## config.mk

```make
export PLATFORM = sky130hd
export DESIGN_NAME = crc32_stream
export DESIGN_NICKNAME = d
export VERILOG_FILES = /design/src/rtl/crc32_stream.sv
export SDC_FILE = /design/constraint.sdc
export NUM_CORES = 1
export LEC_CHECK = 0
export ABC_AREA = 1
export CORE_MARGIN = 2
export CORE_UTILIZATION = 61
export DETAILED_ROUTE_END_ITERATION = 10
export HOLD_SLACK_MARGIN = 0.15
export PLACE_DENSITY = 0.86
export SLEW_MARGIN = 15
export SYNTH_ARGS = -nofsm -noshare
export SYNTH_HDL_FRONTEND = slang
export SYNTH_SLANG_ARGS = --single-unit
```

## constraint.sdc

```tcl
create_clock -name clk -period 3.1 [get_ports clk]
set_clock_uncertainty 0.2 [all_clocks]
set_input_delay 0.93 -clock clk [delete_from_list [all_inputs] [get_ports clk]]
set_output_delay 0.93 -clock clk [all_outputs]
set_load 0.01 [all_outputs]
```

## src/rtl/crc32_stream.sv

```systemverilog
// crc32_stream: framed byte-stream CRC-32 engine (reflected poly 0xEDB88320).
// Ports: clk, rst_n (async, active low), clear (sync abort),
//   in_data/in_valid/in_first/in_last -> in_ready (byte stream in),
//   res_crc/res_ok/res_len/res_valid <- res_ready (one result per frame).
module crc32_stream #(
   parameter logic [31:0] INIT    = 32'hFFFFFFFF,
   parameter logic [31:0] XOROUT  = 32'hFFFFFFFF,
   parameter logic [31:0] RESIDUE = 32'hDEBB20E3,
   parameter int          LEN_W   = 16
) (
   input  logic             clk,
   input  logic             rst_n,
   input  logic             clear,
   input  logic [7:0]       in_data,
   input  logic             in_valid,
   input  logic             in_first,
   input  logic             in_last,
   output logic             in_ready,
   output logic [31:0]      res_crc,
   output logic             res_ok,
   output logic [LEN_W-1:0] res_len,
   output logic             res_valid,
   input  logic             res_ready
);

   localparam logic [31:0] POLY = 32'hEDB88320;

   typedef enum logic [1:0] {
      IDLE,
      RUN,
      DONE
   } state_t;

   state_t           state;
   state_t           state_nxt;
   logic [31:0]      crc;
   logic [LEN_W-1:0] count;

   logic             accept;
   logic             seed;
   logic [31:0]      crc_in;
   logic [31:0]      crc_out;
   logic [LEN_W-1:0] count_nxt;

   function automatic logic [31:0] crc_byte(
      input logic [31:0] c,
      input logic [7:0]  d
   );
      logic [31:0] r;
      r = c ^ {24'h0, d};
      for (int i = 0; i < 8; i++)
         r = r[0] ? ((r >> 1) ^ POLY) : (r >> 1);
      return r;
   endfunction

   // DONE blocks input so bytes never merge across frames.
   assign in_ready = (state != DONE);
   assign accept   = in_valid & in_ready;

   // A first byte mid-frame restarts: partial frame is discarded.
   assign seed    = (state == IDLE) | in_first;
   assign crc_in  = seed ? INIT : crc;
   assign crc_out = crc_byte(crc_in, in_data);

   assign count_nxt = seed ? LEN_W'(1) :
                      (&count) ? count :
                      count + LEN_W'(1);

   always_ff @(posedge clk or negedge rst_n) begin
      if (!rst_n)
         state <= IDLE;
      else
         state <= state_nxt;
   end

   always_comb begin
      state_nxt = state;
      if (clear) begin
         state_nxt = IDLE;
      end else begin
         unique case (state)
            IDLE, RUN: begin
               if (accept)
                  state_nxt = in_last ? DONE : RUN;
            end
            DONE: begin
               if (res_valid & res_ready)
                  state_nxt = IDLE;
            end
            default: state_nxt = IDLE;
         endcase
      end
   end

   always_ff @(posedge clk or negedge rst_n) begin
      if (!rst_n) begin
         crc       <= INIT;
         count     <= '0;
         res_crc   <= '0;
         res_ok    <= 1'b0;
         res_len   <= '0;
         res_valid <= 1'b0;
      end else if (clear) begin
         crc       <= INIT;
         count     <= '0;
         res_valid <= 1'b0;
      end else begin
         if (res_valid & res_ready)
            res_valid <= 1'b0;
         if (accept) begin
            count <= count_nxt;
            if (in_last) begin
               crc       <= INIT;
               res_crc   <= crc_out ^ XOROUT;
               res_ok    <= (crc_out == RESIDUE);
               res_len   <= count_nxt;
               res_valid <= 1'b1;
            end else begin
               crc <= crc_out;
            end
         end
      end
   end

endmodule

```

---- Word-level counts from Yosys, hierarchy flattened ----
Cells that the tools add are included.
storage, ports and cells
  bits in registers ....................... 100
  output and inout bits ................... 51
  word-level logic and storage cells ...... 59
operators by class
  add/subtract/negate cells ............... 1
  equality and inequality tests ........... 6
  muxes and demuxes ....................... 25
  bitwise logic cells ..................... 14
  reduce and logical (&&, ||, !) cells .... 6
operators by type and width
  kind                                                                   number
  32-bit 2-to-1 mux                                                      12
  13-bit inverter with 14-bit output                                     8
  16-bit 2-to-1 mux                                                      4
  32-bit equality test, second input constant                            1
  32-bit inverter                                                        1
  32-bit by 8-bit bitwise XOR with 32-bit output                         1
  16-bit by 1-bit adder with 16-bit output, second input constant        1
  16-bit AND reduction                                                   1
  2-bit 2-to-1 mux                                                       4
  3-bit != test, second input constant                                   2
  1-bit 2-to-1 mux                                                       4
  2-bit case mux with 2 select lines                                     1
  3-bit AND reduction                                                    1
  1-bit bitwise AND                                                      2
  2-bit by 1-bit equality test with 1-bit output, second input constant  1
  2-bit equality test, second input constant                             1
  2-bit zero test                                                        1
  2-bit != test, second input constant                                   1
  2-bit AND reduction                                                    1
  2-bit nonzero test                                                     1
  2-bit OR reduction                                                     1
  1-bit inverter                                                         1
  1-bit OR                                                               1

---- Longest topological paths before layout ----
  word-level depth ........................ 23
  depth in mapped cells ................... 20

---- Worst setup path before layout ----
OpenSTA, ideal clock, no wires.
  path kind ............................... input to register
  from .................................... input in_first
  to ...................................... register res_ok
  setup time .............................. 0.116 ns
  data arrival time ....................... 2.152 ns
  required time ........................... 2.784 ns
  path slack .............................. 0.631 ns
  cell stages on the path ................. 17
  path buffers ............................ 1
  path through ............................ nor2_4 buf_6 nand3_2 nand2_4 nand2_1 nand2_2 nand2_1 nand2_1 nand2_1 nand2_1 nand2_1 nand2_1 inv_1 nand2_1 nor2_1 nand2_1 nand2_1
between the ends
  word-level cells in the longest chain between the ends .. 18
ends and longest elaborated chain
  item                                                                                      line  RTL
  start, declared                                                                           16    input logic in_first,
  1-bit OR (*)                                                                              61    assign seed = (state == IDLE) | in_first;
  32-bit 2-to-1 mux (*)                                                                     62    assign crc_in = seed ? INIT : crc;
  32-bit by 8-bit bitwise XOR with 32-bit output (*)                                        50    r = c ^ {24'h0, d};
  13-bit inverter with 14-bit output (no line)                                              -
  32-bit 2-to-1 mux (*) (2 in a row)                                                        52    r = r[0] ? ((r >> 1) ^ POLY) : (r >> 1);
  13-bit inverter with 14-bit output (no line) / 32-bit 2-to-1 mux (equally long branches)  -
  32-bit 2-to-1 mux (*)                                                                     52
  13-bit inverter with 14-bit output (no line)                                              -
  32-bit 2-to-1 mux (*) (2 in a row)                                                        52
  13-bit inverter with 14-bit output (no line) / 32-bit 2-to-1 mux (equally long branches)  -
  32-bit 2-to-1 mux (*)                                                                     52
  13-bit inverter with 14-bit output (no line)                                              -
  32-bit 2-to-1 mux (*)                                                                     52
  13-bit inverter with 14-bit output (no line)                                              -
  32-bit 2-to-1 mux (*)                                                                     52
  32-bit equality test (*)                                                                  115   res_ok <= (crc_out == RESIDUE);
  end signal, assigned                                                                      115
  end, declared                                                                             20    output logic res_ok,
Every way passes the cells marked *; elsewhere a longest branch is shown, timed or not.
A chain may end at the register's enable or synchronous reset.

---- Worst setup path after layout ----
  from .................................... input in_data[0]
  to ...................................... register res_ok
between the ends
  word-level cells in the longest chain between the ends .. 15
ends and longest elaborated chain
  item                                                                                      line  RTL
  start, declared                                                                           14    input logic [7:0] in_data,
  32-bit by 8-bit bitwise XOR with 32-bit output (*)                                        50
  32-bit 2-to-1 mux (*) (2 in a row)                                                        52
  13-bit inverter with 14-bit output (no line) / 32-bit 2-to-1 mux (equally long branches)  -
  32-bit 2-to-1 mux (*)                                                                     52
  13-bit inverter with 14-bit output (no line) / 32-bit 2-to-1 mux (equally long branches)  -
  32-bit 2-to-1 mux (*) (2 in a row)                                                        52
  13-bit inverter with 14-bit output (no line) / 32-bit 2-to-1 mux (equally long branches)  -
  32-bit 2-to-1 mux (*)                                                                     52
  13-bit inverter with 14-bit output (no line) / 32-bit 2-to-1 mux (equally long branches)  -
  32-bit 2-to-1 mux (*)                                                                     52
  13-bit inverter with 14-bit output (no line)                                              -
  32-bit 2-to-1 mux (*)                                                                     52
  32-bit equality test (*)                                                                  115
Marked as above.

==> impl_metrics.yaml <==
yosys:
  ys_ff_latch: 100
  ys_warn_count: 0
  avgSynthCellArea_um2: 7.16
  ys.flop_type: "dfrtp_1"
  synth_edf_count: 0
  syn_inst: 813
  syn_area_mm2: 0.00582
  yosysSeqAreaShare_pct: 43.7
  async_reset_ff_share_pct: 100
  synth_cell_types: 35
  synth_nets: 830
min_path:
  holdCritPathClass: "primary input to async pin"
placed_design:
  io_buffers: 65
  gp_congestion: 0.969
  post-dp-hpwl_um: 13000
route:
  dr.first_iter.drc_count: 484
  wirelength_um: 17400
  drt_first_pass_iters: 7
  num_vias: 6079
  avgRoutedWirePerCell_um: 16.0
  via_per_inst: 5.58
  postRouteAntennaNets: 0
  drc: 0
power_and_ir_drop:
  ir_drop_mv: 0.335
  leakagePower_nw: 3.72
  power.density_mw_per_mm2: 466
  design_power_total_w: 0.00348
finish:
  fin_nets: 973
  final_cell_mix: "nand2_1, buf_4, inv_1"
  drive_gt1_share_pct: 19.3
  area_growth_pct: 28.2
  mostFrequentLayoutCell: "nand2_1"
  antenna_cells: 0
grt:
  grt_usage_pct: 35.9
  grt_pass1_vias: 6020
  grt_max_degree: 77
  antenna_found_initial: 0
  overflow: 0
  grt_pass1_wl_um: 28800
timing:
  fin_crit_ns: 2.84
  slew_headroom_pct: 64.6
  setup_tns_ns: 0
  rsz0062_at_grt: "no"
  finalMaxSlewViolations: 0
  worstMarginPinSlew_ns: 0.526
  setup_viol: 0
  timing.final.crit_share_pct: 91.7
  finalHoldViolCount: 0
  max_freq_mhz: 352
die:
  ios: 66
  core.rowCount: 35
  die-area_mm2: 0.0103
  die_w_um: 102
  initial_utilization_pct: 63.0
  die-height_um: 102
  core-area_mm2: 0.00924
critical_path:
  crit_slowest_cell: "clkdlybuf4s50_1"
  worst-setup-path-type: "primary input to flip-flop"
  max_stage_delay_ns: 0.54
  crit_top_cell: "nand2_1"
  rr_worst_depth: 10
  cp.required_ns: 3.22
  critPathLaunchType: "primary input"
  cp_data_arrival_time_ns: 2.96
  critPathTopFamily: "simple AND/OR/NAND/NOR gates"
  cp-end-kind: "flip-flop"
  cp.buffers_inverters: 3
  cp_cell_sequence: "clkdlybuf4s50_1 > inv_1 > nand2_1 > nand2_4 > nand2_1 > nand2_2 > buf_4 > nand2_1 > nand2_1 > nor2_1 > nand3_1 > nor2_1 > nand2_1 > nor2_1 > nand2_1 > nand2_1"
  cp_num_cells: 16
  critPathMaxFanout: 9
cts:
  clk_latency_ns: 0.38
  tritoncts: "built"
  h-tree-depth: 3
  cts.sinks: 100
  post_cts_buffers: 0
  clk_pin_slew_ns: 0.10
  ctsLongestPathBuffers: 2
  clockRootBuffer: "clkbuf_8"
  numCtsBuffers: 9
  postCtsHoldBufs: 0
run:
  max-cap-violations: 0
status:
  status: "finished, final reports clean"
[routing by layer]
| metal | track usage (%) | wire, um | up-vias |
|---|---|---|---|
| met5 | 0 | 0 | - |
| met4 | 15.5 | 651 | 0 |
| met3 | 6.14 | 1200 | 65 |
| met2 | 61.0 | 8630 | 292 |
| met1 | 45.2 | 6920 | 2850 |
| li1 | - | - | 2872 |
[layout make-up]
type	count	area, um2
Sequential cell	100	2540
Inverter	100	380
Multi-Input combinational cell	585	2760
Fill cell	627	1780
Clock buffer	10	138
Timing Repair Buffer	160	1400
Tap cell	129	161
Clock inverter	6	81.3
[sequential cells by signal (all words and copies together) (netlist names)]
register and flops:
res_len 16, res_crc 32, state 2, count 16, res_ok 1, res_valid 1, crc 32
[synthesized netlist by cell type, types with 4 or more instances]
library cell	count	share of area, %
a31oi_1	5	0.54
inv_1	90	5.8
nand2_1	298	19
inv_2	8	0.52
nor3_1	6	0.52
nor2_1	51	3.3
o22ai_1	21	2.3
clkbuf_1	13	0.84
nand3b_1	7	0.90
nand2_2	17	1.8
o21ai_0	68	5.8
nand4_1	7	0.75
a21oi_1	10	0.86
nand3_1	51	4.4
dfrtp_1	68	29
a22oi_1	9	1.2
nand2_4	5	0.97
buf_2	8	0.69
buf_6	4	0.77
dfstp_2	32	14
xor2_1	12	1.8
[cells by family (layout without fill, tap and decap cells)]
kind of cell	after synthesis	in the layout	share of synthesized area, %
simple gates	451	451	33.4
buf+inv	128	276	9.05
compound gates	117	117	11.2
flops	100	100	43.7
xor+xnor	15	15	2.26
fa+ha+maj	2	2	0.430
[final timing paths]
check	startpoint	to	slack, ns
worst min-delay path	rst_n	res_len[10]	0.28
worst min register to register	res_len[14]	res_len[14]	0.29
min in group clk	res_len[14]	res_len[14]	0.29
max in group asynchronous	rst_n	crc[31]	1.71
worst max register to register	count[0]	res_len[0]	0.40
worst max-delay path	in_data[0]	res_ok	0.26
[through the flow]
| stage | util, % | setup slack, ns | cell area, um2 | hold WS [ns] | instances |
|---|---|---|---|---|---|
| detailed placement | 78.3 | -0.325 | 7230 | 0.272 | 1074 |
| finish | 80.8 | 0.259 | 7460 | 0.282 | 1090 |
| floorplan | - | 0.631 | 5820 | 0.251 | 813 |
| CTS | 80.7 | 0.0644 | 7450 | 0.291 | 1090 |
| global route | 80.8 | 0.0267 | 7460 | 0.299 | 1090 |
| global placement | 78.3 | -0.258 | 7230 | 0.266 | 1074 |
[power by group]
group	internal, W	switching, W
sequential	0.00145	0.0000869
combinational	0.000483	0.000555
clock	0.000411	0.000494
total	0.00235	0.00114
[repair_timing]
| action | in CTS | in global routing |
|---|---|---|
| gates resized for setup | 0 | 4 |
| endpoints found under the setup margin | 0 | 2 |
| hold endpoints to repair | 0 | 0 |
(Power assumes the default switching activity.)
